==> config.mk <==
export PLATFORM = sky130hd
export DESIGN_NAME = rst_sequencer
export DESIGN_NICKNAME = d
export VERILOG_FILES = /design/src/rtl/rst_sequencer.sv
export SDC_FILE = /design/constraint.sdc
export NUM_CORES = 1
export LEC_CHECK = 0
export BUFFER_PORTS_ARGS = -buffer_cell sky130_fd_sc_hd__clkbuf_2
export CORE_MARGIN = 4
export CORE_UTILIZATION = 40
export DETAILED_ROUTE_END_ITERATION = 6
export SLEW_MARGIN = 5
export SYNTH_ARGS = -nofsm -noshare
export SYNTH_HDL_FRONTEND = slang
export SYNTH_SLANG_ARGS = --single-unit
==> constraint.sdc <==
create_clock -name pclk -period 5.75 [get_ports pclk]
set_input_delay 0.8625 -clock pclk [delete_from_list [all_inputs] [get_ports pclk]]
set_output_delay 0.8625 -clock pclk [all_outputs]
set_load 0.005 [all_outputs]
==> src/rtl/rst_sequencer.sv <==
// Staged reset sequencer: holds core/vga/periph resets, then releases them in order.
// Optional soft reset of vga/periph from RUN when RST_SEQ_SOFT_RST_EN is defined.
module rst_sequencer #(
    parameter int unsigned HOLD_CYC  = 16,
    parameter int unsigned STAGE_DLY = 8
) (
    input  logic pclk,
    input  logic rst_n,
    input  logic sw_rst_req,
    output logic rst_core,
    output logic rst_vga,
    output logic rst_periph,
    output logic ready,
    output logic sw_rst_ack
);

    localparam logic [15:0] HOLD_LAST  = 16'(HOLD_CYC - 1);
    localparam logic [15:0] STAGE_LAST = 16'(STAGE_DLY - 1);

    typedef enum logic [2:0] {
        HOLD,
        REL_CORE,
        REL_VGA,
        RUN
`ifdef RST_SEQ_SOFT_RST_EN
        ,
        SOFT
`endif
    } state_t;

    state_t      state_q;
    state_t      nxt;
    logic [1:0]  sync_q;
    logic        sync_ok;
    logic [15:0] cnt_q;
    logic        ack_d;

    assign sync_ok = sync_q[1];

    always_ff @(posedge pclk or negedge rst_n) begin
        if (!rst_n) begin
            sync_q <= 2'b00;
        end else begin
            sync_q <= {sync_q[0], 1'b1};
        end
    end

    always_ff @(posedge pclk or negedge rst_n) begin
        if (!rst_n) begin
            state_q <= HOLD;
        end else begin
            state_q <= nxt;
        end
    end

    // Counter only advances in timed states; it stops before wrapping.
    always_ff @(posedge pclk or negedge rst_n) begin
        if (!rst_n) begin
            cnt_q <= 16'd0;
        end else if (state_q != nxt) begin
            cnt_q <= 16'd0;
        end else if (sync_ok && state_q != RUN) begin
            cnt_q <= cnt_q + 16'd1;
        end
    end

    always_comb begin
        nxt   = state_q;
        ack_d = 1'b0;
        unique case (state_q)
            HOLD: begin
                if (sync_ok && cnt_q == HOLD_LAST) begin
                    nxt = REL_CORE;
                end
            end
            REL_CORE: begin
                if (cnt_q == STAGE_LAST) begin
                    nxt = REL_VGA;
                end
            end
            REL_VGA: begin
                if (cnt_q == STAGE_LAST) begin
                    nxt = RUN;
                end
            end
            RUN: begin
`ifdef RST_SEQ_SOFT_RST_EN
                if (sw_rst_req) begin
                    nxt   = SOFT;
                    ack_d = 1'b1;
                end
`endif
            end
`ifdef RST_SEQ_SOFT_RST_EN
            SOFT: begin
                if (cnt_q == HOLD_LAST) begin
                    nxt = REL_VGA;
                end
            end
`endif
            default: nxt = HOLD;
        endcase
    end

`ifndef RST_SEQ_SOFT_RST_EN
    logic unused_sw_rst_req;
    assign unused_sw_rst_req = sw_rst_req;
`endif

    // Outputs decoded from next state so each one lands on the transition edge.
    always_ff @(posedge pclk or negedge rst_n) begin
        if (!rst_n) begin
            rst_core   <= 1'b1;
            rst_vga    <= 1'b1;
            rst_periph <= 1'b1;
            ready      <= 1'b0;
            sw_rst_ack <= 1'b0;
        end else begin
            rst_core   <= (nxt == HOLD);
            rst_vga    <= (nxt == HOLD) || (nxt == REL_CORE)
`ifdef RST_SEQ_SOFT_RST_EN
                          || (nxt == SOFT)
`endif
                          ;
            rst_periph <= (nxt != RUN);
            ready      <= (nxt == RUN);
            sw_rst_ack <= ack_d;
        end
    end

endmodule

After elaboration in Yosys (flattened, before gate mapping)
Cells that the tools add are included.
{ "op_classes": {"add_sub_neg": 1, "n_eq_ne": 10, "mux": 6, "reduce_logical": 6} }
{ "ops": {"columns": ["cell", "n"], "rows": [
  ["$mux W16", 2],
  ["$add A16 B1 Y16 const B", 1],
  ["$eq A16 B3 Y1 const B", 1],
  ["$eq A16 B4 Y1 const B", 1],
  ["$pmux W3 S4", 1],
  ["$eq A3 B2 Y1 const B", 3],
  ["$mux W3", 3],
  ["$eq A3 B1 Y1 const B", 2],
  ["$logic_not A3 Y1", 2],
  ["$ne A3 B2 Y1 const B", 2],
  ["$ne A3 B3 Y1", 1],
  ["$logic_and A1 B1 Y1", 2],
  ["$reduce_bool A2 Y1", 1],
  ["$logic_or A1 B1 Y1", 1]
]} }
{ "word_totals": {"ff_bits": 25, "in_bits": 3, "output_inout_bits": 5} }

Depth between registers and ports, before layout
Gate-level depths: netlist of run 1.
{ "depth": {"ltp_word": 6, "ltp_mapped": 6} }

Worst setup path before layout of run 1
Ideal clock, no wire load.
{ "synth_path": {"path_kind": "register to register", "from": "register state_q[1]", "to": "register cnt_q[15]", "arrival_ps": 1720, "required_ps": 5672, "path_slack_ps": 3952, "path_stages_with_launch": 6, "n_path_buf": 1, "cell_sequence": "dfrtp_1 -> and3b_1 -> or3_1 -> buf_2 -> or4_1 -> a21oi_1"} }
{ "synth_between": {"elab_chain_cells": 4} }
{ "synth_rtl": {"columns": ["item", "line", "rtl"], "rows": [
  ["start: declaration", "31", "state_t state_q;"],
  ["start signal: assignment", "52", "state_q <= nxt;"],
  ["$eq A3 B2 Y1, or another cell as far along", "70", "unique case (state_q)"],
  ["$pmux W3 S4", "70", null],
  ["$ne A3 B3 Y1", "60", "end else if (state_q != nxt) begin"],
  ["$mux W16 or $reduce_bool A2 Y1 (tied branches)", null, null],
  ["end signal: assignment", "63", "cnt_q <= cnt_q + 16'd1;"],
  ["end: declaration", "35", "logic [15:0] cnt_q;"]
]} }
Parallel ways exist; a longest one is shown, timed or not.
A chain may end at the register's enable or synchronous reset.

Worst setup path in the final report of run 1
{ "layout_path": {"from": "register cnt_q[12]", "to": "register cnt_q[14]"} }
{ "layout_between": {"elab_chain_cells": 6} }
{ "layout_rtl": {"columns": ["item", "line", "rtl"], "rows": [
  ["$eq A16 B4 Y1", "72", "if (sync_ok && cnt_q == HOLD_LAST) begin"],
  ["$logic_and A1 B1 Y1", "72", null],
  ["$mux W3", "72", null],
  ["$pmux W3 S4", "70", null],
  ["$ne A3 B3 Y1", "60", null],
  ["$mux W16 or $reduce_bool A2 Y1 (tied branches)", null, null]
]} }
Parallel ways exist; a longest one is shown, timed or not. The select of a mux whose other input is x is not followed.

==> summary.md, run 1 <==
| Metric | Value |
|---|---|
| Worst-Margin Slew | `670 ps` |
| LEAKAGE | `0.559 nW` |
| Syn Inst Count | `123` |
| RSZ-0062 raised after global routing | `no` |
| Io pins | `8` |
| Rows | `19` |
| Total gr overflow | `0` |
| Crit start category | `register` |
| Vias in the first global route | `808` |
| Final hold vios | `0` |
| Total GRT Usage | `0.120` |
| Slew HR | `0.553` |
| Port Buffer Count | `5` |
| Setup_tns | `0 ps` |
| Iter 0 DRT Violations | `64` |
| Average vias per placed instance | `5.66` |
| Fraction of registers with async set/reset | `1.00` |
| Global-route wire length before repair | `3820 µm` |
| Sink Count | `25` |
| Worst hold path endpoint | `sync_q[1]$_DFF_PN0_` |
| Ys flop type | `dfrtp_1` |
| Critical Path Sink Type | `register` |
| PwrDens | `209 nW/µm²` |
| Max-slew violations | `0` |
| Reg2reg setup slack | `~3700 ps` |
| Htree depth | `1` |
| Final setup viols | `0` |
| Status | `completed` |
| Number of synthesized flops with an enable pin | `0` |
| Total CTS buffers | `3` |
| Ys Warns | `0` |
| Largest net degree at the start of global routing | `26` |
| Final ANT Viol Nets | `0` |
| DR WL/cell | `13.5 µm` |
| Die height | `63.2 µm` |
| Die area | `around 4000 µm²` |
| Worst Clk Skew | `17.2 ps` |
| Hold path depth | `0` |
| Chip Width | `approximately 63 µm` |
| R2r endpoint | `cnt_q[14]$_DFFE_PN0P_` |
| Share of cells above drive strength 1 | `0.0938` |
| Critical path cell sequence | `nor4_1 -> nand4_1 -> o21bai_2 -> o21ba_1` |
| Final HPWL DP | `1490 µm` |
| Initial Util | `0.430` |
| Critical path fanouts, max | `16` |
| Yosys reg bits | `25` |
| Crit path max-delay family | `compound AO/OA/AOI/OAI gates` |
| Hold path start | `sync_q[0]$_DFF_PN0_` |
| Crit-path max cell delay | `640 ps` |
| Fillers | `285` |
| WHS | `366 ps` |
| Initial antenna violation count | `0` |
| Post-layout min period | `2030 ps` |
| Worst EP arrival | `2260 ps` |
| CTS root buf | `clkbuf_4` |
| Worst Setup SP | `cnt_q[12]$_DFFE_PN0P_` |
| RD Place Congestion | `~0.75` |
| Area growth, synth to finish | `5.75%` |
| Period Utilization, post-route | `0.352` |
| Hold-fix buffers, CTS | `0` |
| Buf+Inv Stages, Crit Path | `0` |
| Worst-path clk slew | `140 ps` |
| Synth Cell Area | `~1200 µm²` |
| Peak supply drop | `0.145 mV` |
| Sequential area share after synthesis | `0.517` |
| Post-cts sizing count | `0` |
| Number of remaining DRC errors | `0` |
| Pre-antenna DRT Iters | `4` |
| Routed vias | `900` |
| Max stage delay cell, worst path | `o21bai_2` |
| Max cap viols | `0` |
| WP data required | `5980 ps` |
| Worst skew pair latency | `320 ps` |
| Multi-input logic area | `561 µm²` |
| Clk buf depth | `2` |
| Synthesized area per cell | `9.90 µm²` |
| # Post-CTS Setup Buffers | `0` |
| Core area | `around 2800 µm²` |
| FF+latch area | `629 µm²` |
| R2R depth | `4` |
| R2r startpoint | `cnt_q[12]$_DFFE_PN0P_` |
| Worst Hold Class | `register to register` |
| ANT cells | `0` |
| Unique masters post-synth | `35` |
| Maximum clock frequency | `493 MHz` |
| CTS tree | `yes` |
| Crit path kind | `register to register` |
| Final wirelength | `2150 µm` |
| Fin nets | `133` |
[worst reg2reg max path, delay by kind of cell (launching register included)]
family | cells | cell delay [ps]
flip-flops | 1 | 440
AO/OA/AOI/OAI | 2 | 870
AND/OR/NAND/NOR | 2 | 630
[cells in the mapped netlist (3+ instances only)]
master	count	area, µm²
or3_1	5	31.3
nor2_1	13	48.8
nor3b_1	3	22.5
and4_1	3	26.3
nand3_1	5	25.0
a21oi_1	7	35.0
xnor2_1	3	26.3
dfrtp_1	22	551
dfstp_2	3	78.8
nor4_1	4	25.0
clkbuf_1	3	11.3
nand4_1	5	31.3
o21ai_0	7	35.0
xor2_1	6	52.6
nand2_1	8	30.0
[through the flow]
stage          setup slack [ps]  instances   util  area (µm²)  power [mW]
5_1_grt                    3580        159  0.455        1290       0.282
3_5_place_dp               3720        155  0.446        1260       0.194
4_1_cts                    3710        159  0.455        1290       0.273
6_report                   3720        159  0.455        1290       0.269
3_3_place_gp               3720        155  0.446        1260       0.194
2_1_floorplan              3950        124      -        1220       0.189
[registers in the layout, indices dropped and copies added, names as in the netlist]
register,cells
sync_q,2
state_q,3
rst_periph,1
cnt_q,16
rst_core,1
ready,1
rst_vga,1
[power by group]
group,internal [mW],switching [mW]
combinational,0.00273,0.00669
sequential,0.178,0.00258
clock,0.0271,0.0515
[area by class of cell]
type	count	area share
Sequential cell	25	0.489
Multi-Input combinational cell	92	0.435
Tap cell	31	0.0301
Clock buffer	4	0.0204
Timing Repair Buffer	5	0.0194
Inverter	2	0.00583
[placed cells by master, fill, tap and decap left out, types with 4 or more instances in the layout]
master and instances:
nand2_1 8, nor4_1 4, nand4_1 5, dfrtp_1 22, a21oi_1 7, nand3_1 5
o21ai_0 7, nor2_1 13, or3_1 5, xor2_1 6, clkbuf_2 5
[worst max-delay path by stage]
stage                             to  cells after the start
4_1_cts        cnt_q[14]$_DFFE_PN0P_                      4
3_3_place_gp   cnt_q[14]$_DFFE_PN0P_                      4
5_1_grt        cnt_q[14]$_DFFE_PN0P_                      4
6_report       cnt_q[14]$_DFFE_PN0P_                      4
2_1_floorplan  cnt_q[15]$_DFFE_PN0P_                      5
3_5_place_dp   cnt_q[14]$_DFFE_PN0P_                      4
[metal layers]
layer	track usage	share of wire	vias to the layer above	wire [µm]
met3	0.0391	0.045	2	97
met5	0	0	-	0
met2	0.181	0.47	12	1010
met1	0.169	0.48	438	1030
li1	-	-	448	-
met4	0.0243	0.0084	0	18
[kinds of logic (layout without fill, tap and decap cells)]
family,count (synthesis),after routing,synth area share
flip-flops,25,25,0.517
XOR/XNOR,9,9,0.0648
multiplexers,1,1,0.00822
AND/OR/NAND/NOR,56,56,0.254
buffers and inverters,7,11,0.0257
other,2,3,0.00617
adder cells (fa/ha/maj),1,1,0.0103
AO/OA/AOI/OAI,22,22,0.114
Note: power is estimated with default switching activity, not from simulation.
==> run 2: changes to the inputs <==
- clock period: 5.75 -> 1.6 ns (I/O delays scaled with it)
==> summary.md, run 2 (same netlist as run 1, synthesis figures left out) <==
| Metric | Value |
|---|---|
| Final setup viols | `2 (+2)` |
| Port Buffer Count | `5 (unchanged)` |
| Biggest regs | `cnt_q (16), state_q (3), sync_q (2)` |
| Cell repeated most along the worst path | `or3_4` |
| Largest Register | `cnt_q` |
| Sink Count | `25 (unchanged)` |
| P_sw | `0.225 mW (+270%)` |
| LEAKAGE | `0.708 nW (+27%)` |
| PnR worst setup slack | `-67.0 ps (-3790 ps)` |
| Vias in the first global route | `1100 (+36%)` |
| Critical Path Sink Type | `register` |
| Non-filler cells, final | `187 (+18%)` |
| Internal power | `0.761 mW (+270%)` |
| Crit-path max cell delay | `400 ps (-240 ps)` |
| Worst EP arrival | `1930 ps (-330 ps)` |
| Max cap viols | `0 (unchanged)` |
| Pre-antenna DRT Iters | `4 (unchanged)` |
| DR WL/cell | `14.4 µm (+6.4%)` |
| Total gr overflow | `0 (unchanged)` |
| Area growth, synth to finish | `28.6%` |
| CTS tree | `yes` |
| Total GRT Usage | `0.143 (+0.0228)` |
| Clk pwr share | `0.282 (-0.010)` |
| Final hold vios | `0 (unchanged)` |
| Logic gate share of total power | `0.062 (+0.027)` |
| RSZ-0062 raised after global routing | `yes` |
| Fillers | `259 (-9.1%)` |
| Status | `complete, but fails checks` |
| Maximum clock frequency | `600 MHz (+22%)` |
| Final HPWL DP | `1880 µm (+26%)` |
| Worst Hold Class | `register to register` |
| Post-layout min period | `1670 ps (-359 ps)` |
| Crit start category | `register` |
| Worst-Margin Slew | `616 ps (-54.2 ps)` |
| Sw frac | `0.228 (+0.00201)` |
| Max stage delay cell, worst path | `dfrtp_1` |
| Global-route wire length before repair | `4620 µm (+21%)` |
| Buf+Inv Stages, Crit Path | `1 (+1)` |
| Largest net degree at the start of global routing | `26 (unchanged)` |
| Peak supply drop | `0.602 mV (+320%)` |
| Htree depth | `1 (unchanged)` |
| Critical path fanouts, max | `5 (-11)` |
| WHS | `372 ps (+5.88 ps)` |
| ANT cells | `0 (unchanged)` |
| Number of flip-flops in the largest register | `16 (unchanged)` |
| Total CTS buffers | `3 (unchanged)` |
| PwrDens | `629 nW/µm² (+200%)` |
| Die height | `63.2 µm (unchanged)` |
| Setup_tns | `-131 ps (-131 ps)` |
| Number of remaining DRC errors | `0 (unchanged)` |
| Max-slew violations | `0 (unchanged)` |
| Worst-path clk slew | `130 ps (about the same)` |
| Final instance area | `1570 µm² (+22%)` |
| RD Place Congestion | `0.761 (+1.9%)` |
| Commonest cells after routing, fill and taps aside | `buf_4 (26), dfrtp_1 (22), nor2_1 (13)` |
| Io pins | `8 (unchanged)` |
| Clk buf depth | `2 (unchanged)` |
| Dpl cells | `176 (+14%)` |
| Core area | `2830 µm² (unchanged)` |
| Most common cell after layout, fill and taps aside | `buf_4` |
| Rows | `19 (unchanged)` |
| Final ANT Viol Nets | `0 (unchanged)` |
| WP data required | `1860 ps (-4120 ps)` |
| Share of cells above drive strength 1 | `0.333 (+0.240)` |
| Sequential share of power | `0.657 (-0.016)` |
| Slew HR | `0.590 (+0.0365)` |
| Die area | `3990 µm² (unchanged)` |
| Average vias per placed instance | `5.36 (-5.2%)` |
| Worst Clk Skew | `1.97 ps (-15.3 ps)` |
| Worst skew pair latency | `310 ps (about the same)` |
| Chip Width | `63.2 µm (unchanged)` |
| Failing checks | `setup timing` |
| Initial Util | `0.430 (unchanged)` |
| Final Util | `0.553 (+0.0982)` |
| Placed Instance Area | `1420 µm² (+12%)` |
| Critical path cell sequence | `and3b_1 -> or3_4 -> buf_4 -> or3_4 -> a21oi_2` |
| Initial antenna violation count | `0 (unchanged)` |
| Final wirelength | `2690 µm (+25%)` |
| Period Utilization, post-route | `1.04 (+0.689)` |
| Crit path max-delay family | `simple AND/OR/NAND/NOR gates` |
| Crit path kind | `register to register` |
| Iter 0 DRT Violations | `47 (-27%)` |
| Fin nets | `161 (+21%)` |
| CTS root buf | `clkbuf_4` |
| Routed vias | `1003 (+11%)` |
==> run 2: area by class of cell <==
| class | count | area, µm² | area share |
|---|---|---|---|
| clock buffers | 3 | 22.5 | 0.0144 |
| flip-flops and latches | 25 | 629 | 0.402 |
| well taps | 31 | 38.8 | 0.0248 |
| clock inverters | 1 | 5.00 | 0.00320 |
| repair buffers | 33 | 241 | 0.154 |
| multi-input cells | 92 | 621 | 0.396 |
| inverters | 2 | 7.51 | 0.00480 |
==> run 2: worst register-to-register path, delay by kind of cell, from the launching register on <==
family | cells | cell delay, ps
compound gates | 1 | 110
simple gates | 3 | 950
buf+inv | 1 | 160
flops | 1 | 400
==> run 2: routing by layer <==
layer / track usage / vias up / part of all wire / wire length [µm]
li1: - / 499 / - / -
met3: 0.0320 / 4 / 0.024 / 64
met1: 0.170 / 492 / 0.44 / 1180
met2: 0.265 / 8 / 0.53 / 1410
met4: 0.0243 / 0 / 0.013 / 34
met5: 0 / - / 0 / 0
==> run 2: timing repair <==
item	4_1_cts	5_1_grt
setup endpoints to repair	4	13
pin swaps	1	3
buffers inserted	3	3
hold endpoints to repair	22	0
gates resized for setup	4	12
hold buffers	1	0
==> run 2: worst paths after layout <==
check	startpoint	end	slack, ps	cells past startpoint
worst max-delay path	state_q[0]$_DFF_PN0_	cnt_q[11]$_DFFE_PN0P_	-70	5
worst min-delay path	sync_q[0]$_DFF_PN0_	sync_q[1]$_DFF_PN0_	370	0
worst max register to register	state_q[0]$_DFF_PN0_	cnt_q[11]$_DFFE_PN0P_	-70	5
worst min register to register	sync_q[0]$_DFF_PN0_	sync_q[1]$_DFF_PN0_	370	0
max in group asynchronous	rst_n	cnt_q[6]$_DFFE_PN0P_	760	2
min in group asynchronous	rst_n	cnt_q[14]$_DFFE_PN0P_	450	2
==> run 2: power by group through the flow <==
stage	combinational [mW]	clock, mW	sequential [mW]
detailed placement	0.0533	0	0.658
finish	0.0606	0.278	0.647
CTS	0.0559	0.291	0.647
floorplan	0.0206	0	0.660
global route	0.0685	0.327	0.648
global placement	0.0502	0	0.658
==> run 2: through the flow <==
step	power (mW)	setup slack, ps
CTS	0.994	-72.0
floorplan	0.680	-128
finish	0.985	-67.0
global route	1.04	-119
detailed placement	0.712	-99.5
global placement	0.708	-39.5
==> run 3: changes to the inputs <==
- clock period: 1.6 -> 1.7 ns (I/O delays scaled with it)
==> summary.md, run 3 (same netlist as run 1, synthesis figures left out) <==
| Metric | Value |
|---|---|
| Top layer in use | `met4` |
| Chip Width | `63.2 µm (unchanged)` |
| Pre-antenna DRT Iters | `2 (-2)` |
| Post-layout min period | `1680 ps (+12.3 ps)` |
| Tot Pwr | `0.916 mW (-7.0%)` |
| Status | `completed` |
| Max cap viols | `0 (unchanged)` |
| Routed vias | `945 (-5.8%)` |
| Max-slew violations | `0 (unchanged)` |
| Rows | `19 (unchanged)` |
| DR WL/cell | `13.4 µm (-6.7%)` |
| Final setup viols | `0 (-2)` |
| CTS root buf | `clkbuf_4` |
| Most common cell after layout, fill and taps aside | `dfrtp_1` |
| Worst-path clk slew | `130 ps (about the same)` |
| RD Place Congestion | `0.799 (+5.0%)` |
| Critical path cell sequence | `and3b_1 -> or3_4 -> or4_4 -> a21oi_2` |
| Max stage delay cell, worst path | `or4_4` |
| Worst Setup SP | `state_q[0]$_DFF_PN0_` |
| Setup crit end | `cnt_q[15]$_DFFE_PN0P_` |
| Iter 0 DRT Violations | `28 (-40%)` |
| Fillers | `256 (-1.2%)` |
| Number of flip-flops in the largest register | `16 (unchanged)` |
| Die area | `3990 µm² (unchanged)` |
| Area growth, synth to finish | `21.6%` |
| Total CTS buffers | `3 (unchanged)` |
| Worst skew pair latency | `310 ps (about the same)` |
| Fin nets | `153 (-5.0%)` |
| Share of cells above drive strength 1 | `0.270 (-0.0631)` |
| Final wirelength | `2400 µm (-11%)` |
| Port Buffer Count | `5 (unchanged)` |
| PwrDens | `619 nW/µm² (-1.7%)` |
| Met1 wire length | `1180 µm (+0.77%)` |
| Critical Path Sink Type | `register` |
| R2R depth | `4 (-1)` |
| Worst EP arrival | `1930 ps (about the same)` |
| Io pins | `8 (unchanged)` |
| Critical path fanouts, max | `6 (+1)` |
| Peak supply drop | `0.505 mV (-16%)` |
| Core area | `2830 µm² (unchanged)` |
| Number of remaining DRC errors | `0 (unchanged)` |
| Initial Util | `0.430 (unchanged)` |
| Worst Hold Class | `register to register` |
| Htree depth | `1 (unchanged)` |
| Multi-input logic area | `598 µm² (-3.6%)` |
| Hold path depth | `0 (unchanged)` |
| Commonest cells after routing, fill and taps aside | `dfrtp_1 (21), buf_4 (19), nor2_1 (13)` |
| Met2 WL | `1140 µm (-19%)` |
| Sink Count | `25 (unchanged)` |
| Final HPWL DP | `1740 µm (-7.1%)` |
| Clk buf depth | `2 (unchanged)` |
| ANT cells | `0 (unchanged)` |
| LEAKAGE | `0.665 nW (-6.1%)` |
| Final ANT Viol Nets | `0 (unchanged)` |
| Reg2reg setup slack | `20 ps (+90 ps)` |
| Period Utilization, post-route | `0.988 (-0.0541)` |
| Crit-path max cell delay | `490 ps (+90 ps)` |
| Initial antenna violation count | `0 (unchanged)` |
| Largest Register | `cnt_q` |
| Biggest regs | `cnt_q (16), state_q (3), sync_q (2)` |
| Setup_tns | `0 ps (+131 ps)` |
| R2r endpoint | `cnt_q[15]$_DFFE_PN0P_` |
| Worst-Margin Slew | `622 ps (+6.83 ps)` |
| Slew HR | `0.585 (-0.00455)` |
| Maximum clock frequency | `596 MHz (-0.73%)` |
| FF+latch area | `631 µm² (+0.20%)` |
| Largest net degree at the start of global routing | `26 (unchanged)` |
| Global-route wire length before repair | `4340 µm (-6.1%)` |
| Final hold vios | `0 (unchanged)` |
| Die height | `63.2 µm (unchanged)` |
| Crit path kind | `register to register` |
| Total GRT Usage | `0.135 (-0.00742)` |
| CTS tree | `yes` |
| Crit start category | `register` |
| RSZ-0062 raised after global routing | `yes` |
| Final Util | `0.523 (-0.0301)` |
| R2r startpoint | `state_q[0]$_DFF_PN0_` |
| Average vias per placed instance | `5.28 (-1.6%)` |
| Total gr overflow | `0 (unchanged)` |
| DR WL met3 | `56 µm (-13%)` |
| Worst Clk Skew | `1.97 ps (-0.00405 ps)` |
| Vias in the first global route | `1023 (-7.0%)` |
| WP data required | `1950 ps (+90 ps)` |
==> run 3: metal layers <==
| layer | track usage | vias up |
|---|---|---|
| met4 | 0.0323 | 0 |
| li1 | - | 484 |
| met1 | 0.170 | 453 |
| met3 | 0.0391 | 2 |
| met5 | 0 | - |
| met2 | 0.229 | 6 |
==> run 3: worst max-delay path: cells and delay by family (launching register included) <==
kind,cells,cell delay (ps)
and+or+nand+nor,3,1100
DFF,1,390
AOI/OAI and AO/OA,1,130
==> run 3: final cells by class <==
class | count | share of cell area
flip-flops and latches | 25 | 0.426
multi-input cells | 92 | 0.404
repair buffers | 25 | 0.120
well taps | 31 | 0.0262
clock buffers | 3 | 0.0152
inverters | 2 | 0.00507
clock inverters | 1 | 0.00338
==> run 3: worst min path at each step <==
stage | to | startpoint
finish | sync_q[1]$_DFF_PN0_ | sync_q[0]$_DFF_PN0_
global route | sync_q[1]$_DFF_PN0_ | sync_q[0]$_DFF_PN0_
CTS | sync_q[1]$_DFF_PN0_ | sync_q[0]$_DFF_PN0_
detailed placement | ready$_DFF_PN0_ | rst_n
global placement | ready$_DFF_PN0_ | rst_n
floorplan | cnt_q[0]$_DFFE_PN0P_ | rst_n
==> run 3: timing repair <==
item / CTS / global route
hold buffers: 1 / 0
buffers inserted: 0 / 2
endpoints found under the hold margin: 22 / 0
resized for setup: 2 / 8
pin swaps: 0 / 1
endpoints found under the setup margin: 3 / 4
==> run 3: stage by stage <==
step	instance area (µm²)	hold slack (ps)	worst slack, ps	std cells
after CTS	1440	381	19.7	177
after global routing	1480	391	-18.2	179
final	1480	376	20.8	179
after global placement	1390	290	38.0	172
after floorplan	1230	-40.6	-28.0	124
after detailed placement	1390	303	11.1	172
==> run 3: where the power goes <==
group	switching [mW]	total [mW]	internal, mW
Combinational	0.0310	0.0512	0.0202
Clock	0.169	0.257	0.0880
Sequential	0.00498	0.608	0.603
Total	0.205	0.916	0.712
